$ cat src/rtl/chip8_audio_pkg.sv
// Shared definitions for the CHIP-8 beeper: state encoding, level limit, counter width.
package chip8_audio_pkg;

    typedef enum logic [1:0] {
        IDLE    = 2'd0,
        ATTACK  = 2'd1,
        SUSTAIN = 2'd2,
        RELEASE = 2'd3
    } beeper_state_t;

    localparam logic [3:0] LEVEL_MAX = 4'd15;
    localparam int         CNT_W     = 24;

endpackage

$ cat src/rtl/beeper_pwm.sv
// 16-step PWM renderer: gates the tone high half with a duty cycle of env_level/16.
module beeper_pwm (
    input  logic       clk,
    input  logic       rst,
    input  logic       tone_phase,
    input  logic [3:0] env_level,
    output logic       audio_out
);

    logic [3:0] pwm_cnt;

    always_ff @(posedge clk or negedge rst) begin
        if (!rst) begin
            pwm_cnt   <= 4'd0;
            audio_out <= 1'b0;
        end else begin
            pwm_cnt   <= pwm_cnt + 4'd1;
            audio_out <= tone_phase && (pwm_cnt < env_level);
        end
    end

endmodule

$ cat src/rtl/chip8_beeper.sv
// CHIP-8 sound-timer beeper: square-wave tone with envelope-shaped PWM amplitude.
// Define CHIP8_BEEPER_ENVELOPE_EN for the attack/release ramp; otherwise the level switches 0 <-> 15.
module chip8_beeper
    import chip8_audio_pkg::*;
#(
    parameter int TONE_HALF_PERIOD = 113636,
    parameter int ENV_STEP_CYCLES  = 62500
) (
    input  logic       clk,
    input  logic       rst,
    input  logic [7:0] sound_timer,
    input  logic       mute,
    output logic       audio_out,
    output logic       beep_active,
    output logic [3:0] env_level
);

    localparam logic [CNT_W-1:0] TONE_LAST = CNT_W'(TONE_HALF_PERIOD - 1);

    if (TONE_HALF_PERIOD < 2 || TONE_HALF_PERIOD > (1 << CNT_W) - 1 ||
        ENV_STEP_CYCLES < 1 || ENV_STEP_CYCLES > (1 << CNT_W) - 1) begin : g_param_check
        $error("chip8_beeper: TONE_HALF_PERIOD or ENV_STEP_CYCLES out of range");
    end

    logic             gate;
    logic             gate_q;
    beeper_state_t    state;
    beeper_state_t    next_state;
    logic [3:0]       level_next;
    logic [CNT_W-1:0] tone_cnt;
    logic             tone_phase;

    assign gate = (sound_timer != 8'd0) && !mute;

    always_ff @(posedge clk or negedge rst) begin
        if (!rst) begin
            gate_q <= 1'b0;
        end else begin
            gate_q <= gate;
        end
    end

    always_ff @(posedge clk or negedge rst) begin
        if (!rst) begin
            state       <= IDLE;
            env_level   <= 4'd0;
            beep_active <= 1'b0;
        end else begin
            state       <= next_state;
            env_level   <= level_next;
            beep_active <= (next_state != IDLE);
        end
    end

`ifdef CHIP8_BEEPER_ENVELOPE_EN
    localparam logic [CNT_W-1:0] ENV_LAST = CNT_W'(ENV_STEP_CYCLES - 1);

    logic [CNT_W-1:0] env_cnt;
    logic             env_tick;

    assign env_tick = (env_cnt == ENV_LAST);

    // Restarting on every state change makes each new ramp begin a full step later.
    always_ff @(posedge clk or negedge rst) begin
        if (!rst) begin
            env_cnt <= '0;
        end else if (next_state != state || env_tick) begin
            env_cnt <= '0;
        end else begin
            env_cnt <= env_cnt + 1'b1;
        end
    end

    always_comb begin
        next_state = state;
        case (state)
            IDLE:    if (gate_q) next_state = ATTACK;
            ATTACK: begin
                if (!gate_q)
                    next_state = RELEASE;
                else if (env_tick && env_level == LEVEL_MAX - 4'd1)
                    next_state = SUSTAIN;
            end
            SUSTAIN: if (!gate_q) next_state = RELEASE;
            RELEASE: begin
                if (gate_q)
                    next_state = ATTACK;
                else if (env_level == 4'd0 || (env_tick && env_level == 4'd1))
                    next_state = IDLE;
            end
            default: next_state = IDLE;
        endcase
    end

    // A gate change freezes the level for that cycle even if a tick coincides.
    always_comb begin
        level_next = env_level;
        case (state)
            IDLE:    level_next = 4'd0;
            ATTACK:  if (gate_q && env_tick && env_level != LEVEL_MAX) level_next = env_level + 4'd1;
            SUSTAIN: level_next = LEVEL_MAX;
            RELEASE: if (!gate_q && env_tick && env_level != 4'd0) level_next = env_level - 4'd1;
            default: level_next = 4'd0;
        endcase
    end
`else
    always_comb begin
        next_state = state;
        case (state)
            IDLE:    if (gate_q) next_state = SUSTAIN;
            SUSTAIN: if (!gate_q) next_state = IDLE;
            default: next_state = IDLE;
        endcase
    end

    always_comb begin
        level_next = (next_state == SUSTAIN) ? LEVEL_MAX : 4'd0;
    end
`endif

    // Every beep starts on a high half-cycle; re-attacks from release keep the running phase.
    always_ff @(posedge clk or negedge rst) begin
        if (!rst) begin
            tone_cnt   <= '0;
            tone_phase <= 1'b0;
        end else if (next_state == IDLE) begin
            tone_cnt   <= '0;
            tone_phase <= 1'b0;
        end else if (state == IDLE) begin
            tone_cnt   <= '0;
            tone_phase <= 1'b1;
        end else if (tone_cnt == TONE_LAST) begin
            tone_cnt   <= '0;
            tone_phase <= ~tone_phase;
        end else begin
            tone_cnt   <= tone_cnt + 1'b1;
        end
    end

    beeper_pwm u_pwm (
        .clk        (clk),
        .rst        (rst),
        .tone_phase (tone_phase),
        .env_level  (env_level),
        .audio_out  (audio_out)
    );

endmodule

$ cat config.mk
export PLATFORM = sky130hd
export DESIGN_NAME = chip8_beeper
export DESIGN_NICKNAME = d
export VERILOG_FILES = /design/src/rtl/chip8_audio_pkg.sv /design/src/rtl/beeper_pwm.sv /design/src/rtl/chip8_beeper.sv
export SDC_FILE = /design/constraint.sdc
export NUM_CORES = 1
export LEC_CHECK = 0
export ABC_AREA = 1
export CORE_MARGIN = 5
export CORE_UTILIZATION = 25
export DETAILED_ROUTE_END_ITERATION = 8
export SLEW_MARGIN = 20
export SYNTH_ARGS = -nofsm -noshare
export SYNTH_HDL_FRONTEND = slang
export SYNTH_SLANG_ARGS = --single-unit
$ cat constraint.sdc
create_clock -name clk -period 1.8 [get_ports clk]
set_clock_uncertainty 0.05 [all_clocks]
set_input_delay 0.36 -clock clk [delete_from_list [all_inputs] [get_ports clk]]
set_output_delay 0.36 -clock clk [all_outputs]
set_load 0.01 [all_outputs]
After elaboration in Yosys (flattened, before gate mapping)
Index checks and enable logic that the tools add are counted.
Word-level totals
  register bits after elaboration: 38
  output and inout port bits: 6
  word-level logic and storage cells: 33
Operators by class
  $add $sub $neg: 2
  magnitude comparators: 1
  equal/unequal tests: 3
  multiplexer cells: 10
  bitwise logic cells: 1
  reductions and logical operators: 8
Operator list (count)
  24-bit 2-to-1 mux: 3
  24-bit by 1-bit adder with 24-bit output, second input constant: 1
  24-bit by 17-bit equality test with 1-bit output, second input constant: 1
  8-bit nonzero test: 1
  4-bit by 1-bit adder with 4-bit output, second input constant: 1
  2-bit equality test, second input constant: 2
  2-bit zero test: 2
  4-bit < comparator: 1
  2-bit 2-to-1 mux: 2
  4-bit 2-to-1 mux: 1
  2-bit case mux with 2 select lines: 1
  1-bit 2-to-1 mux: 3
  3-bit nonzero test: 1
  1-bit logical AND: 2
  2-bit nonzero test: 1
  1-bit zero test: 1
  1-bit NOT: 1

Logic depth before layout (Yosys ltp)
Gate-level depths: netlist (run 1).
  depth in word-level cells: 4
  mapped depth: 9
  gate-level depth less buffers: 9

Modules after synthesis
Synthesis (run 1) repeated with hierarchy kept, for this count alone.
Second synthesis, totals
  cells, all modules: 248
  area total of the unflattened synthesis: 1953.1 µm²
Modules (own cells, without submodules)
  chip8_beeper: instances 1, cells each 223, area each 1697.9 µm², sequential area each 750.7 µm²
  beeper_pwm: instances 1, cells each 25, area each 255.2 µm², sequential area each 125.1 µm²

Least setup slack after synthesis (run 1)
No wires, ideal clock.
  kind: register to register
  start: register tone_cnt[0]
  end: register tone_cnt[18]
  library setup time: 0.117 ns
  arrival: 1.193 ns
  slack: 0.440 ns
  stages on the path, launching flop included: 9
  path buffers: 0
  period minus slack after synthesis: 1.360 ns
  cell sequence: dfrtp_1 ha_1 nand2_2 nor2_4 nand2_4 nor2_4 nand3_1 nor2_1 nor2_1
On the way
  cells in the longest elaborated chain, start to end: 4
  elaborated cells between the ends (all ways): 5
  those cells by class: add/sub (1); eq/ne (1); mux (3)
Ends and longest elaborated chain
  start: declaration: line chip8_beeper.sv:30  | logic [CNT_W-1:0] tone_cnt;
  start signal: assignment: line chip8_beeper.sv:136  | tone_cnt <= tone_cnt + 1'b1;
  24-bit by 1-bit adder with 24-bit output / 24-bit by 17-bit equality test with 1-bit output (equally long branches): line chip8_beeper.sv:136, chip8_beeper.sv:132
  24-bit 2-to-1 mux (*): line chip8_beeper.sv:132  | end else if (tone_cnt == TONE_LAST) begin
  24-bit 2-to-1 mux (*): line chip8_beeper.sv:129  | end else if (state == IDLE) begin
  24-bit 2-to-1 mux (*): line chip8_beeper.sv:126  | end else if (next_state == IDLE) begin
Every way passes the cells marked *; elsewhere a longest branch is shown, timed or not.
A chain may end at the register's enable or synchronous reset.

Worst setup path in the final report (run 1)
  start: register env_level[2]
  end: output port env_level[2]
RTL lines
  start: declaration: line chip8_beeper.sv:15  | output logic [3:0] env_level
  start signal: assignment: line chip8_beeper.sv:50  | env_level <= level_next;
No word-level cell between the ends.

==> results of run 1 <==
[report_power, final]
group	leakage (nW)	internal (mW)	switching (mW)
Sequential	0.475	0.795	0.00586
Combinational	0.522	0.0453	0.0403
Clock	0.0412	0.270	0.285
[registers in the layout, summed over array words and instances, names as in the netlist]
register	flops
beep_active	1
env_level	1
gate_q	1
state	2
tone_cnt	24
tone_phase	1
u_pwm.audio_out	1
u_pwm.pwm_cnt	4
[layout make-up]
| type | instances | area, um2 | share of cell area (%) |
|---|---|---|---|
| clock buffer | 6 | 72.6 | 3.13 |
| clock inverter | 2 | 12.5 | 0.540 |
| inverter | 32 | 120 | 5.18 |
| multi-input combinational | 174 | 903 | 39.0 |
| sequential | 35 | 876 | 37.8 |
| tap | 102 | 128 | 5.51 |
| timing repair buffer | 19 | 205 | 8.86 |
[layer usage]
| metal | track usage [%] | share of wire, % | vias to the layer above |
|---|---|---|---|
| met5 | 0 | 0 | - |
| met4 | 3.78 | 2.1 | 0 |
| met3 | 2.64 | 2.5 | 5 |
| met2 | 15.4 | 48 | 10 |
| met1 | 10.7 | 48 | 699 |
| li1 | - | - | 803 |
[worst paths after layout]
check	start	endpoint	slack, ns	cells after the start
setup / recovery	env_level[2]$_DFF_PN0_	env_level[2]	0.13	1
hold / removal	u_pwm.pwm_cnt[0]$_DFF_PN0_	u_pwm.pwm_cnt[0]$_DFF_PN0_	0.43	1
setup reg to reg	tone_cnt[0]$_DFF_PN0_	tone_cnt[23]$_DFF_PN0_	0.29	8
hold reg to reg	u_pwm.pwm_cnt[0]$_DFF_PN0_	u_pwm.pwm_cnt[0]$_DFF_PN0_	0.43	1
max in group asynchronous	rst	tone_cnt[3]$_DFF_PN0_	0.77	3
min in group asynchronous	rst	tone_cnt[17]$_DFF_PN0_	0.49	2
[what timing repair did]
| item | 4_1_cts | 5_1_grt |
|---|---|---|
| hold endpoints to repair | 14 | 0 |
| hold buffers | 1 | 0 |
| setup endpoints to repair | 0 | 0 |
[cells in the mapped netlist, types with 2 or more instances]
library cell              instances
sky130_fd_sc_hd__a21oi_1          6
sky130_fd_sc_hd__ha_1             6
sky130_fd_sc_hd__xnor2_1          5
sky130_fd_sc_hd__nand2_2          3
sky130_fd_sc_hd__buf_4            3
sky130_fd_sc_hd__dfrtp_1         35
sky130_fd_sc_hd__nand4_1          3
sky130_fd_sc_hd__xor2_1           3
sky130_fd_sc_hd__nor3_1           3
sky130_fd_sc_hd__nand3_1         17
sky130_fd_sc_hd__buf_6            2
sky130_fd_sc_hd__nor2_4           5
sky130_fd_sc_hd__nor4_1           2
sky130_fd_sc_hd__inv_1           25
sky130_fd_sc_hd__nand2_1         51
sky130_fd_sc_hd__nor2_1          53
sky130_fd_sc_hd__inv_2            7
sky130_fd_sc_hd__o21ai_0          5
[cell families (layout without fill, tap and decap cells)]
family / count (synthesis) / count (layout) / synth area share, %
AOI/OAI and AO/OA: 16 / 16 / 4.70
xor gates and xnor gates: 8 / 8 / 3.60
and+or+nand+nor: 143 / 143 / 34.1
adders and majority gates: 6 / 6 / 3.86
buffers and inverters: 37 / 59 / 8.49
DFF: 35 / 35 / 45.0
other: 1 / 1 / 0.193
[cell usage in the layout, fill, tap and decap left out, types with 3 or more instances in the layout]
master                            synthesis  routed
sky130_fd_sc_hd__nand3_1                 17      17
sky130_fd_sc_hd__dfrtp_1                 35      35
sky130_fd_sc_hd__ha_1                     6       6
sky130_fd_sc_hd__nand2_2                  3       3
sky130_fd_sc_hd__nand2_1                 51      51
sky130_fd_sc_hd__inv_1                   25      25
sky130_fd_sc_hd__inv_2                    7       7
sky130_fd_sc_hd__clkbuf_8                 0       5
sky130_fd_sc_hd__nor2_4                   5       5
sky130_fd_sc_hd__xor2_1                   3       3
sky130_fd_sc_hd__clkdlybuf4s50_1          0      15
sky130_fd_sc_hd__o21ai_0                  5       5
sky130_fd_sc_hd__nand4_1                  3       3
sky130_fd_sc_hd__xnor2_1                  5       5
sky130_fd_sc_hd__a21oi_1                  6       6
sky130_fd_sc_hd__nor2_1                  53      53
sky130_fd_sc_hd__nor3_1                   3       3
[through the flow]
step	setup WS [ns]	hold slack (ns)	instances	cell area (um2)
2_1_floorplan	0.440	0.0144	246	1940
3_3_place_gp	0.332	0.249	361	2220
3_5_place_dp	0.262	0.252	361	2220
4_1_cts	0.103	0.434	370	2320
5_1_grt	0.0489	0.472	370	2320
6_report	0.135	0.427	370	2320
==> metrics list, run 1 <==
* Total routing usage reported by global routing: 9.08%
- Power per standard cell area: 622 mW/mm2
* FFs w/ async S/R, synth: 100%
- The flow ran to the end, and the final reports show no timing, DRC or antenna violations.
- The number of gates resized after CTS was 0.
- In the routed layout, each cell is associated on average with a via count of 4.10.
- The clock passes through at most 2 buffers.
- Area fraction of the dominant cell type after synthesis: 45.0%
- Post-route ant nets: 0
- Max cap viols: 0
* Data arrival, critical path: 1.26 ns
* Post-route core utilization: 30.3%
* Initial cell density of the core: 25.4%
- The number of antenna violations at the first check in global routing came to 0.
- Data on the critical path is required at its endpoint by 1.39 ns.
- For this run, the leading register cell type out of synthesis is sky130_fd_sc_hd__dfrtp_1.
- In this design, the largest share of critical-path delay is due to buffers and inverters.
- On the critical path, the stage with the largest delay is an instance of sky130_fd_sc_hd__clkdlybuf4s50_1.
* Synth top area cells: sky130_fd_sc_hd__dfrtp_1, sky130_fd_sc_hd__nor2_1, sky130_fd_sc_hd__nand2_1
* RSZ-0062 raised after global routing: false
* Clock root buffer master: sky130_fd_sc_hd__clkbuf_8
- 17 I/O pins were placed.
- In the final design database the tool counted 284 nets.
- Setup violation total in the final timing report: 0
- Port Buffer Count: 16
* Count of flip-flops with a built-in enable after synthesis: 0
- For this run, the top clock speed supported by timing is 600 MHz.
- Ratio of cells with drive above 1 in the final layout: 10.8%
* Endpoint class of the critical path: output pin
- Measured along the x axis, the die boundary spans 98.2 um.
- Walking the worst path, the cells encountered are clkdlybuf4s50_1.
- The first global-routing pass estimated 7060 um of wire.
- TritonCTS built the clock tree.
- The biggest area contributor in the post-synthesis netlist is sky130_fd_sc_hd__dfrtp_1.
- The final-report max-slew violation count came to 0.
* Number of flip-flops and latches in the synthesized netlist: 35
- Floorplan die height: 98.2 um
* Mean instance size in the synthesized netlist: 7.90 um2
* Fin Setup TNS: 0 ns
* Crit path time final: 1.67 ns
- GR Overflow Total: 0
- Cell leakage power: 1.04 nW
- Num CTS Buffers: 5
- The number of hold-slack violations in the final timing report came to 0.
- The synthesized netlist contains 30 unique library cells.
- The H-tree was split into 2 levels.
- Average routed wire per standard cell: 10.3 um
- Worst setup path class: reg -> out
- Clk sink count: 35
- Period utilisation layout: 92.5%
- Largest net degree at the start of global routing: 22
* Number of iterations in the first detailed-routing pass: 4
* Sequential share of the synthesized area: 45.0%
- Routability-driven placement finished with a final weighted congestion of 0.850.
* Total standard cell area after synthesis: 0.00194 mm2
* CP startpoint kind: flip-flop
* Violation count after the first detailed-route iteration: 50
- After floorplanning, the core was sized to cover 0.00765 mm2.
- Hold Path Class: reg -> reg
- Worst Path Buf+Inv: 1
- IR analysis of the VDD net gives a maximum drop of 365 uV.
- Full die area: 0.00964 mm2
- Synth Warn #: 0
- Largest stage delay, worst path: 0.56 ns
* Post-route total power: 1.44 mW
- Routed vias: 1517
- Highest fanout seen on the critical path: 6
- Summed over all layers, the routed wires come to 3790 um.
- Growth of design area from synthesis to finish: 19.2%
* Clock transition at the registers of the reported paths: 0.07 ns
- The number of antenna diodes in the final layout is 0.
- Count of buffers added by post-CTS timing repair for setup: 0
- Number of global-route vias before repair: 1571
- At the later pin of the worst-skew pair, clock insertion delay measures 0.29 ns.
* Filler Cell Count: 815
- Counting every instance in the synthesized netlist gives 246.
* DRC errors left: 0
* Final HPWL from detailed placement: 2990 um
* Post-Syn Nets: 263
* Site Rows: 32
(Power assumes the default switching activity.)
==> run 2: changes to the inputs <==
--- a/config.mk
+++ b/config.mk
@@ -9,6 +9,7 @@
 export CORE_MARGIN = 5
 export CORE_UTILIZATION = 25
 export DETAILED_ROUTE_END_ITERATION = 8
+export DONT_BUFFER_PORTS = 1
 export SLEW_MARGIN = 20
 export SYNTH_ARGS = -nofsm -noshare
 export SYNTH_HDL_FRONTEND = slang
==> metrics list, run 2 (same netlist as run 1, synthesis figures left out) <==
- The run finished with clean final reports.
* Largest stage delay, worst path: 0.42 ns (-0.14 ns)
- Final weighted congestion of routability-driven global placement: 0.826 (-2.8%)
* RSZ-0062 raised after global routing: false
* Number of gates on the worst path with buffers counted: 8 (+7)
- Post-route total power: 1.56 mW (+8.2%)
- The most critical setup path has its endpoint at tone_cnt[21]$_DFF_PN0_.
* Worst R2R Setup Slack: 0.20 ns (-0.09 ns)
- The count of buffers added by post-CTS timing repair for setup is 0 (unchanged).
* Cell leakage power: 0.993 nW (-4.4%)
- Highest-count cells in the layout ignoring fill and taps: sky130_fd_sc_hd__nor2_1, sky130_fd_sc_hd__nand2_1, sky130_fd_sc_hd__dfrtp_1
- GR Overflow Total: 0 (unchanged)
- DRC errors left: 0 (unchanged)
- Commonest non-fill, non-tap cell in the layout: sky130_fd_sc_hd__nor2_1
- The die span in x is 98.2 um (unchanged).
* Data arrival, critical path: 1.78 ns (+0.52 ns)
- Filler Cell Count: 800 (-1.8%)
- Switching share of power: 21.6% (-1.4 points)
- Worst reg-to-reg path cell count: 8 (unchanged)
* Critical register-to-register path startpoint: tone_cnt[0]$_DFF_PN0_
- The post-DP HPWL was 2750 um (-8.2%).
* Max clock buf depth: 2 (unchanged)
- Number of nets in the final layout: 269 (-5.3%)
- Compared with the post-synthesis result, the final layout area differs by 12.4%.
* Largest delay share family, worst path: simple AND/OR/NAND/NOR gates
- Num CTS Buffers: 5 (unchanged)
* Largest registers ranked by flip-flop count: tone_cnt (24), u_pwm.pwm_cnt (4), state (2)
- STA classifies the critical path startpoint as a flip-flop.
* Violation count after the first detailed-route iteration: 70 (+40%)
* Worst Path Buf+Inv: 1 (unchanged)
- The tree is rooted in a sky130_fd_sc_hd__clkbuf_8.
* Number of iterations in the first detailed-routing pass: 4 (unchanged)
* Number of flip-flops under the largest register name: 24 (unchanged)
- The ratio of routed vias to standard cells was 4.15 (+1.3%).
- The vertical extent of the die was 98.2 um (unchanged).
* Clock transition at the registers of the reported paths: 0.08 ns (about the same)
* Max cap viols: 0 (unchanged)
- By startpoint and endpoint, the worst setup path is classified as reg -> reg.
- The min-delay analysis places its worst path in the category in -> reg.
- The quantity of I/O buffers inserted on ports was 0 (-16).
- Sequential share of power: 51.4% (-4.1 points)
- Clk sink count: 35 (unchanged)
- Post-route core utilization: 28.6% (-1.7 points)
- Initial cell density of the core: 25.4% (unchanged)
- Power spent charging and discharging nets: 338 uW (+1.8%)
- Max-slew violation count: 0 (unchanged)
* Power per standard cell area: 714 mW/mm2 (+15%)
- Period utilisation layout: 88.7% (-3.8 points)
- Ratio of cells with drive above 1 in the final layout: 11.9% (+1.0 points)
- Total routing usage reported by global routing: 8.80% (-0.28 points)
* Top achievable clock speed: 626 MHz (+4.3%)
- The final count of negative-setup-slack endpoints came to 0 (unchanged).
* Diodes inserted: 0 (unchanged)
- The standard cell core area is 0.00765 mm2 (unchanged).
- The CTS H-tree depth is 2 (unchanged).
- The number of antenna violations at the first check in global routing was 0 (unchanged).
* Critical-path cell with the highest stage delay: sky130_fd_sc_hd__dfrtp_1
- Count of endpoints failing hold in the final timing report: 0 (unchanged)
* Average routed wire per standard cell: 10.4 um (+1.3%)
- The maximum fanout along the worst path came to 8 (+2).
- The critical path required time was 1.98 ns (+0.59 ns).
- The remaining antenna violation count was 0 (unchanged).
- The pin count of the biggest net entering global routing is 36 (+64%).
- CP startpoint: tone_cnt[0]$_DFF_PN0_
- The clock network power share came to 45.4% (+6.9 points).
* Non-filler cells, final: 355 (-4.1%)
* Placed Cells: 345 (-4.4%)
* Critical R2R Capture: tone_cnt[21]$_DFF_PN0_
- The maximum vdd drop came to 247 uV (-32%).
- The clock latency of the later-clocked register in the worst-skew pair is 0.29 ns (about the same).
* Endpoint class of the critical path: flip-flop
- The final wirelength is 3690 um (-2.8%).
* Full die area: 0.00964 mm2 (unchanged)
- Global-route wire length before repair: 6850 um (-2.9%)
- The time the final worst path needs with I/O delays and setup came to 1.60 ns (-0.0681 ns).
* Number of top-level design ports: 17 (unchanged)
- Traced cell by cell, the critical path runs through ha_1, nand3_1, nor2_1, nand3_1, nand2_2, inv_1, nand2_1, nor2_1.
- TritonCTS built the clock tree.
- Counting flops per register, the top entry is tone_cnt.
- The total vias in the final route is 1475 (-2.8%).
- Fin Setup TNS: 0 ns (unchanged)
- The number of global-route vias before repair was 1516 (-3.5%).
- The number of standard-cell rows in the floorplan is 32 (unchanged).
- The internal power contribution was 1.22 mW (+10%).
* Logic gate share of total power: 3.3% (-2.6 points)
## run 2: how the worst min path moves through the flow
| stage | from | slack (ns) | endpoint | cells past startpoint |
|---|---|---|---|---|
| after floorplan | rst | 0.01 | beep_active$_DFF_PN0_ | 0 |
| after global placement | rst | 0.02 | tone_cnt[21]$_DFF_PN0_ | 0 |
| after detailed placement | rst | 0.02 | u_pwm.pwm_cnt[2]$_DFF_PN0_ | 0 |
| after CTS | mute | 0.07 | gate_q$_DFF_PN0_ | 1 |
| after global routing | mute | 0.05 | gate_q$_DFF_PN0_ | 1 |
| final | mute | 0.08 | gate_q$_DFF_PN0_ | 1 |
## run 2: metal layers
metal  vias up  global-route usage, %  share of wire, %  wire length, um
met5         -                      0                 0                0
met4         0                   3.89               2.1               78
met3         7                   2.71               2.7               98
met2         9                   14.0                47             1750
met1       683                   11.0                48             1770
li1        776                      -                 -                -
## run 2: timing repair
item                      in CTS  in global routing
hold endpoints to repair      35                  0
resized for setup              0                  0
hold buffers                   2                  0
## run 2: cell type report
| class | count | area (um2) | share of cell area [%] |
|---|---|---|---|
| Sequential cell | 35 | 876 | 40.1 |
| Clock buffer | 5 | 68.8 | 3.15 |
| Inverter | 32 | 120 | 5.50 |
| Clock inverter | 3 | 43.8 | 2.00 |
| Timing Repair Buffer | 4 | 45.0 | 2.06 |
| Tap cell | 102 | 128 | 5.84 |
| Multi-Input combinational cell | 174 | 903 | 41.4 |
## run 2: power by group through the flow
stage | logic [mW] | registers, mW | clock network [mW]
2_1_floorplan | 0.0277 | 0.818 | 0
3_3_place_gp | 0.0285 | 0.817 | 0
3_5_place_dp | 0.0295 | 0.818 | 0
4_1_cts | 0.0535 | 0.802 | 0.735
5_1_grt | 0.0609 | 0.803 | 0.770
6_report | 0.0507 | 0.802 | 0.708
## run 2: stage by stage
step	hold WS (ns)	setup WS (ns)	area, um2
global route	0.0457	0.0334	2180
detailed placement	0.0159	0.198	2040
floorplan	0.0144	0.440	1940
global placement	0.0158	0.235	2040
finish	0.0752	0.203	2180
CTS	0.0680	0.185	2180
